--- config.mk ---
export PLATFORM = sky130hd
export DESIGN_NAME = ex_wb_flag_stage
export DESIGN_NICKNAME = d
export VERILOG_FILES = /design/src/rtl/ex_wb_flag_stage.sv
export SDC_FILE = /design/constraint.sdc
export NUM_CORES = 1
export LEC_CHECK = 0
export CAP_MARGIN = 20
export CORE_MARGIN = 1.5
export CORE_UTILIZATION = 43
export CTS_BUF_LIST = sky130_fd_sc_hd__clkbuf_8 sky130_fd_sc_hd__clkbuf_16
export DETAILED_ROUTE_END_ITERATION = 8
export PLACE_DENSITY = 0.88
export SETUP_SLACK_MARGIN = 0.4
export SLEW_MARGIN = 15
export SYNTH_ARGS = -nofsm -noshare
export SYNTH_HDL_FRONTEND = slang
export SYNTH_SLANG_ARGS = --single-unit
--- constraint.sdc ---
create_clock -name clk -period 3.6 [get_ports clk]
set_input_delay 0.9 -clock clk [delete_from_list [all_inputs] [get_ports clk]]
set_output_delay 0.9 -clock clk [all_outputs]
set_load 0.02 [all_outputs]
--- src/rtl/ex_wb_flag_stage.sv ---
// rtl/ex_wb_flag_stage.sv - EX/WB latch with Z/N flag register, branch resolve and wrong-path squash
// Optional FLAG_RECOMPUTE_EN: derive Z/N from in_result instead of in_zero/in_neg.
module ex_wb_flag_stage #(
  parameter int DATA_W       = 32,
  parameter int RD_W         = 6,
  parameter int SHADOW_SLOTS = 2
) (
  input  logic              clk,
  input  logic              rst_n,
  input  logic              in_valid,
  input  logic              in_stall,
  input  logic              in_flush,
  input  logic [DATA_W-1:0] in_result,
  input  logic              in_zero,
  input  logic              in_neg,
  input  logic [2:0]        in_ctrl_aluop,
  input  logic              in_ctrl_regwrite,
  input  logic [RD_W-1:0]   in_rd,
  input  logic [1:0]        in_ctrl_branch,
  input  logic [DATA_W-1:0] in_target,
  output logic              out_valid,
  output logic [DATA_W-1:0] out_result,
  output logic [RD_W-1:0]   out_rd,
  output logic              out_regwrite,
  output logic              out_flag_z,
  output logic              out_flag_n,
  output logic              out_take_branch,
  output logic [DATA_W-1:0] out_branch_target
);

  localparam logic [2:0] ALUOP_NOP  = 3'b011;
  localparam logic [2:0] SHADOW_CNT = 3'(SHADOW_SLOTS);
  localparam logic [0:0] ST_IDLE    = 1'b0;
  localparam logic [0:0] ST_SQUASH  = 1'b1;

  logic              valid_q, valid_d;
  logic [DATA_W-1:0] result_q, result_d;
  logic [RD_W-1:0]   rd_q, rd_d;
  logic              regwrite_q, regwrite_d;
  logic              flag_z_q, flag_z_d;
  logic              flag_n_q, flag_n_d;
  logic              take_q, take_d;
  logic [DATA_W-1:0] target_q, target_d;
  logic [2:0]        cnt_q, cnt_d;
  logic [0:0]        state;
  logic              z_src, n_src;
  logic              ev;
  logic              taken;

`ifdef FLAG_RECOMPUTE_EN
  assign z_src = (in_result == '0);
  assign n_src = in_result[DATA_W-1];
`else
  assign z_src = in_zero;
  assign n_src = in_neg;
`endif

  assign state = (cnt_q != 3'd0) ? ST_SQUASH : ST_IDLE;
  assign ev    = in_valid & ~in_flush & (state == ST_IDLE);
  // Branch condition uses the flags left by the previous instruction.
  assign taken = ((in_ctrl_branch == 2'b01) & flag_z_q) |
                 ((in_ctrl_branch == 2'b10) & flag_n_q) |
                 (in_ctrl_branch == 2'b11);

  always_comb begin
    valid_d    = valid_q;
    result_d   = result_q;
    rd_d       = rd_q;
    regwrite_d = regwrite_q;
    flag_z_d   = flag_z_q;
    flag_n_d   = flag_n_q;
    take_d     = 1'b0;
    target_d   = target_q;
    cnt_d      = cnt_q;
    if (!in_stall) begin
      result_d   = in_result;
      rd_d       = in_rd;
      valid_d    = ev;
      regwrite_d = in_ctrl_regwrite & ev;
      if (in_flush) begin
        cnt_d = 3'd0;
      end else if (state == ST_SQUASH) begin
        if (in_valid) cnt_d = cnt_q - 3'd1;
      end else if (in_valid) begin
        if (in_ctrl_aluop != ALUOP_NOP) begin
          flag_z_d = z_src;
          flag_n_d = n_src;
        end
        if (taken) begin
          take_d   = 1'b1;
          target_d = in_target;
          cnt_d    = SHADOW_CNT;
        end
      end
    end
  end

  always_ff @(posedge clk) begin
    if (!rst_n) begin
      valid_q    <= 1'b0;
      result_q   <= '0;
      rd_q       <= '0;
      regwrite_q <= 1'b0;
      flag_z_q   <= 1'b0;
      flag_n_q   <= 1'b0;
      take_q     <= 1'b0;
      target_q   <= '0;
      cnt_q      <= 3'd0;
    end else begin
      valid_q    <= valid_d;
      result_q   <= result_d;
      rd_q       <= rd_d;
      regwrite_q <= regwrite_d;
      flag_z_q   <= flag_z_d;
      flag_n_q   <= flag_n_d;
      take_q     <= take_d;
      target_q   <= target_d;
      cnt_q      <= cnt_d;
    end
  end

  assign out_valid         = valid_q;
  assign out_result        = result_q;
  assign out_rd            = rd_q;
  assign out_regwrite      = regwrite_q & valid_q;
  assign out_flag_z        = flag_z_q;
  assign out_flag_n        = flag_n_q;
  assign out_take_branch   = take_q & ~in_stall;
  assign out_branch_target = target_q;

endmodule
* Word-level counts from Yosys, hierarchy flattened
Index checks and enable logic that the tools add are counted.
** Storage, ports and cells
- Register bits after elaboration :: 78
- Bits in latches :: 0
- Memory bits (writable) :: 0
- ROM bits :: 0
- Input port bits :: 83
- Word-level logic and storage cells :: 42
- Memories :: 0
** Operators by class
- $add $sub $neg :: 1
- Multipliers :: 0
- Div/mod/pow operators :: 0
- Magnitude comparators :: 0
- Eq/ne operators :: 4
- Shift-type cells :: 0
- Multiplexer cells :: 7
- Bitwise gates (word level) :: 14
- Reduce and logical (&&, ||, !) cells :: 7
** Operators by type and width (number)
- $mux 3 :: 5
- $reduce_and 5->1 :: 2
- $and 1x1->1 :: 7
- $reduce_bool 3->1 :: 2
- $not 1->1 :: 5
- $reduce_or 5->1 :: 1
- $eq 2x2->1 const B :: 2
- $ne 3x2->1 const B :: 1
- $reduce_and 3->1 :: 1
- $sub 3x1->3 const B :: 1
- $eq 2x1->1 const B :: 1
- $mux 1 :: 2
- $or 1x1->1 :: 2
- $reduce_bool 2->1 :: 1

* Depth between registers and ports, before layout
- Depth after elaboration :: 8
- Gate-level depth with buffers :: 6
- Mapped depth without buffers :: 5

* Least setup slack after synthesis
OpenSTA, ideal clock, no wires.
- Kind :: input to output
- Start :: in in_stall
- End :: out out_take_branch
- Arrival :: 1.775 ns
- Data required time :: 2.700 ns
- Slack :: 0.925 ns
- Stages :: 3
- Path buffers :: 2
- Cells stage by stage :: clkbuf_1 > buf_1 > nor2b_1
** On the way
- Cells in the longest elaborated chain, start to end :: 2
** Ends and longest elaborated chain
- from (decl) :: RTL line 11 : input logic in_stall,
- $not 1->1 (no source line)
- $and 1x1->1 :: RTL line 128 : assign out_take_branch = take_q & ~in_stall;
- to (decl) :: RTL line 27 : output logic out_take_branch,
Every way passes these cells.

* Final worst setup path
Ends and elaborated chain as after synthesis.

==> summary.md <==
| Metric | Value |
|---|---|
| Clock period minus final worst setup slack | 2.75 ns |
| Final setup violation count | 0 |
| Most frequent cell after synthesis | sky130_fd_sc_hd__dfxtp_1 |
| Layout overhead on the synthesized area | 58.0% |
| Number of iterations in the first detailed-routing pass | 4 |
| Worst path arrival time | 1.85 ns |
| Global-route wire length before repair | 12,000 um |
| Clock-pin slew reported for the worst setup and hold paths after clock tree synthesis | 0.08 ns |
| Endpoint of the worst register-to-register path | out_branch_target[6] |
| Half-perimeter wire length after placement | 5670 um |
| Overall track demand over capacity in global routing | 20.2% |
| Achievable frequency | 364 MHz |
| Buffers inserted during post-CTS setup optimization | 0 |
| Data required time at the worst endpoint | 2.70 ns |
| # clock sinks | 78 |
| Fraction of the yosys area taken by sequential cells | 51.1% |
| Die outline area | 7620 um2 |
| TritonCTS buffer count | 9 |
| Final Hold Viols | 0 |
| Count of max-cap constraint violations | 0 |
| P per Cell Area | 374 nW/um2 |
| Critical Path Slowest Stage Cell | sky130_fd_sc_hd__clkdlybuf4s50_1 |
| Total core area | 6830 um2 |
| Fill cell instance count of the final layout | 553 |
| Static leakage power | 1.87 nW |
| Top cells by instance count after synthesis | 78 x sky130_fd_sc_hd__dfxtp_1, 73 x sky130_fd_sc_hd__mux2i_1, 69 x sky130_fd_sc_hd__nand2_1, 42 x sky130_fd_sc_hd__nor2_1, 7 x sky130_fd_sc_hd__clkbuf_1 |
| Wire length per cell after detailed routing | 13.7 um |
| Final global-route overflow total | 0 |
| Horiz. Die Dim | 87.3 um |
| Buffers & Inverters on Critical Path | 2 |
| Initial standard-cell utilization of the core | 44.7% |
| Max-slew violations | 0 |
| Fin area | 4830 um2 |
| Post-detailed-route via-to-cell ratio | 4.74 |
| Starting DRT DRC Count | 92 |
| Number of top-level design ports | 158 |
| Warnings, synthesis | 0 |
| Launch instance of the worst register-to-register path | cnt_q[0] |
| Cell taking the most area after synthesis | sky130_fd_sc_hd__dfxtp_1 |
| Pin count of the biggest net entering global routing | 71 |
| Share of flip-flops with an asynchronous set or reset after synthesis | 0% |
| Final net count | 552 |
| Final period util | 76.4% |
| Outcome | finished clean |
| Initial antenna violation count | 0 |
| Number of cells traversed by the worst register-to-register path | 6 |
| Register-to-Register Setup Slack | 1.74 ns |
| Die outline height | 87.3 um |
| Capture endpoint of the worst hold path | out_branch_target[15] |
| Hold Buf Count CTS | 0 |
| Transition time at the pin with the least slew margin | 0.640 ns |
| Max-Slew Margin vs Limit | 57.4% |
| Number of antenna-violating nets in the routed design | 0 |
| Cell count after synthesis | 315 |
| Placed Area | 4650 um2 |
| Bufs on Longest Clock Path | 2 |
| Number of distinct standard cells referenced by the synthesized netlist | 29 |
| Post_cts resized | 0 |
| Worst hold path cell count | 2 |
| Fraction of post-synthesis cell area in the top cell type by area | 51.1% |
| Antenna cell count | 0 |
| Wire length after detailed routing | 7780 um |
| CTS H-Tree Depth | 3 |
| Type of the tightest min-delay check | register to register |
| Residual DRC count | 0 |
| CTS root buffer | sky130_fd_sc_hd__clkbuf_8 |
| Routability congestion estimate | 0.834 |
| Nature of the critical path endpoint | output port |
| Setup repair after global routing missed its margin | false |
| Number of cell rows | 30 |
| Main synth FF type | sky130_fd_sc_hd__dfxtp_1 |
| Number of port buffers | 157 |
| Kind of cell adding the most delay to the critical path | buffers and inverters |
| Worst-case clock skew | 0.0131 ns |
| Clock tree from TritonCTS | done |
| Delay of the slowest cell on the worst path | 0.64 ns |
| Core occupancy in the finished layout | 70.7% |
| Critical Setup Path Class | input pin to output port |
| Main area contributors after synthesis | sky130_fd_sc_hd__dfxtp_1 51%, sky130_fd_sc_hd__mux2i_1 24%, sky130_fd_sc_hd__nand2_1 8.5% |
| Vias after detailed routing | 2,691 |
| Yosys reg bits | 78 |
| Post-synth EDFFs | 0 |
| Mean instance size in the synthesized netlist | 9.70 um2 |
| Total negative setup slack | 0 ns |
| Synthesized Nets | 400 |
| Cells along the critical path | buf_2 -> nor2b_1 -> clkdlybuf4s50_1 |
| Largest fanout of any net on the critical path | 11 |
| Post-Synthesis Cell Area | 3060 um2 |
| Startpoint Class | input pin |
| Via count of the first global-routing pass | 2,611 |
| Launch point of the worst hold path | out_branch_target[15] |
| Peak VDD IR | 0.253 mV |
| Worst-Skew Late Latency | 0.35 ns |
| Ratio of cells with drive above 1 in the final layout | 5.08% |
layout make-up:
cell class / instances / area [um2] / share of cell area (%)
inverter: 6 / 22.5 / 0.466
timing repair buffer: 161 / 1590 / 33.0
tap: 96 / 120 / 2.49
clock inverter: 7 / 56.3 / 1.17
multi-input combinational: 211 / 1350 / 28.0
clock buffer: 9 / 124 / 2.57
sequential: 78 / 1560 / 32.3
per-layer routing:
| layer | wire [um] | global-route usage, % | part of all wire [%] |
|---|---|---|---|
| met5 | 0 | 0 | 0 |
| met4 | 133 | 8.37 | 1.7 |
| met3 | 359 | 3.60 | 4.6 |
| met2 | 4080 | 36.0 | 52 |
| met1 | 3210 | 23.6 | 41 |
worst min-delay path: cells and delay by family (launching register included):
family | cells | cell delay (ns)
multiplexers | 1 | 0.05
flip-flops | 1 | 0.31
AND/OR/NAND/NOR | 1 | 0.05
layout by cell type, fill, tap and decap left out:
| cell | n |
|---|---|
| sky130_fd_sc_hd__a311oi_1 | 2 |
| sky130_fd_sc_hd__o211ai_1 | 1 |
| sky130_fd_sc_hd__inv_8 | 1 |
| sky130_fd_sc_hd__clkdlybuf4s50_1 | 155 |
| sky130_fd_sc_hd__ha_1 | 2 |
| sky130_fd_sc_hd__nor4_1 | 1 |
| sky130_fd_sc_hd__nor2_1 | 42 |
| sky130_fd_sc_hd__clkinv_1 | 1 |
| sky130_fd_sc_hd__o2111ai_1 | 1 |
| sky130_fd_sc_hd__buf_2 | 2 |
| sky130_fd_sc_hd__clkinvlp_4 | 3 |
| sky130_fd_sc_hd__and2_1 | 2 |
| sky130_fd_sc_hd__mux2i_1 | 73 |
| sky130_fd_sc_hd__dfxtp_1 | 78 |
| sky130_fd_sc_hd__or3b_4 | 1 |
| sky130_fd_sc_hd__inv_1 | 5 |
| sky130_fd_sc_hd__a21oi_1 | 3 |
| sky130_fd_sc_hd__a22oi_1 | 1 |
| sky130_fd_sc_hd__nand3_1 | 2 |
| sky130_fd_sc_hd__clkinv_2 | 1 |
| sky130_fd_sc_hd__nor3b_1 | 1 |
| sky130_fd_sc_hd__a32oi_1 | 1 |
| sky130_fd_sc_hd__or3_1 | 1 |
| sky130_fd_sc_hd__a31oi_1 | 1 |
| sky130_fd_sc_hd__o21ai_0 | 3 |
| sky130_fd_sc_hd__nor4_4 | 1 |
| sky130_fd_sc_hd__nand2_1 | 69 |
| sky130_fd_sc_hd__inv_6 | 2 |
| sky130_fd_sc_hd__nand2b_1 | 1 |
| sky130_fd_sc_hd__buf_4 | 4 |
| sky130_fd_sc_hd__nor2b_1 | 2 |
| sky130_fd_sc_hd__clkbuf_8 | 9 |
worst max path at each step:
| stage | start | slack, ns | depth (start not counted) | end |
|---|---|---|---|---|
| after floorplan | in_stall | 0.92 | 3 | out_take_branch |
| after global placement | in_valid | 0.66 | 5 | out_branch_target[27] |
| after detailed placement | in_valid | 0.58 | 5 | out_branch_target[6] |
| after CTS | in_stall | 0.84 | 3 | out_take_branch |
| after global routing | in_stall | 0.79 | 3 | out_take_branch |
| final | in_stall | 0.85 | 3 | out_take_branch |
stage by stage:
stage          setup WS [ns]  hold slack, ns  std cells  power [mW]
6_report               0.851           0.459        568        1.80
3_3_place_gp           0.660           0.442        552        1.22
4_1_cts                0.836           0.461        568        1.82
2_1_floorplan          0.925           0.442        315        1.06
3_5_place_dp           0.577           0.449        552        1.23
5_1_grt                0.790           0.479        568        1.88
state kept, by name, indices dropped and copies added, names as in the netlist:
register           cells
cnt_q                  3
out_branch_target     32
out_flag_n             1
out_flag_z             1
out_rd                 6
out_result            32
out_valid              1
regwrite_q             1
take_q                 1
kinds of logic (layout without fill, tap and decap cells):
family,count (synthesis),count (layout),share of synthesized area [%]
simple gates,123,123,16.7
flops,78,78,51.1
mux,73,73,23.9
buf+inv,26,183,4.63
compound gates,13,13,2.83
fa+ha+maj,2,2,0.819
power breakdown:
part	internal (mW)	total (mW)	switching [mW]
sequential	0.894	0.911	0.0166
clock	0.258	0.596	0.338
combinational	0.168	0.296	0.128
No activity file was read; power rests on OpenSTA's default activity.
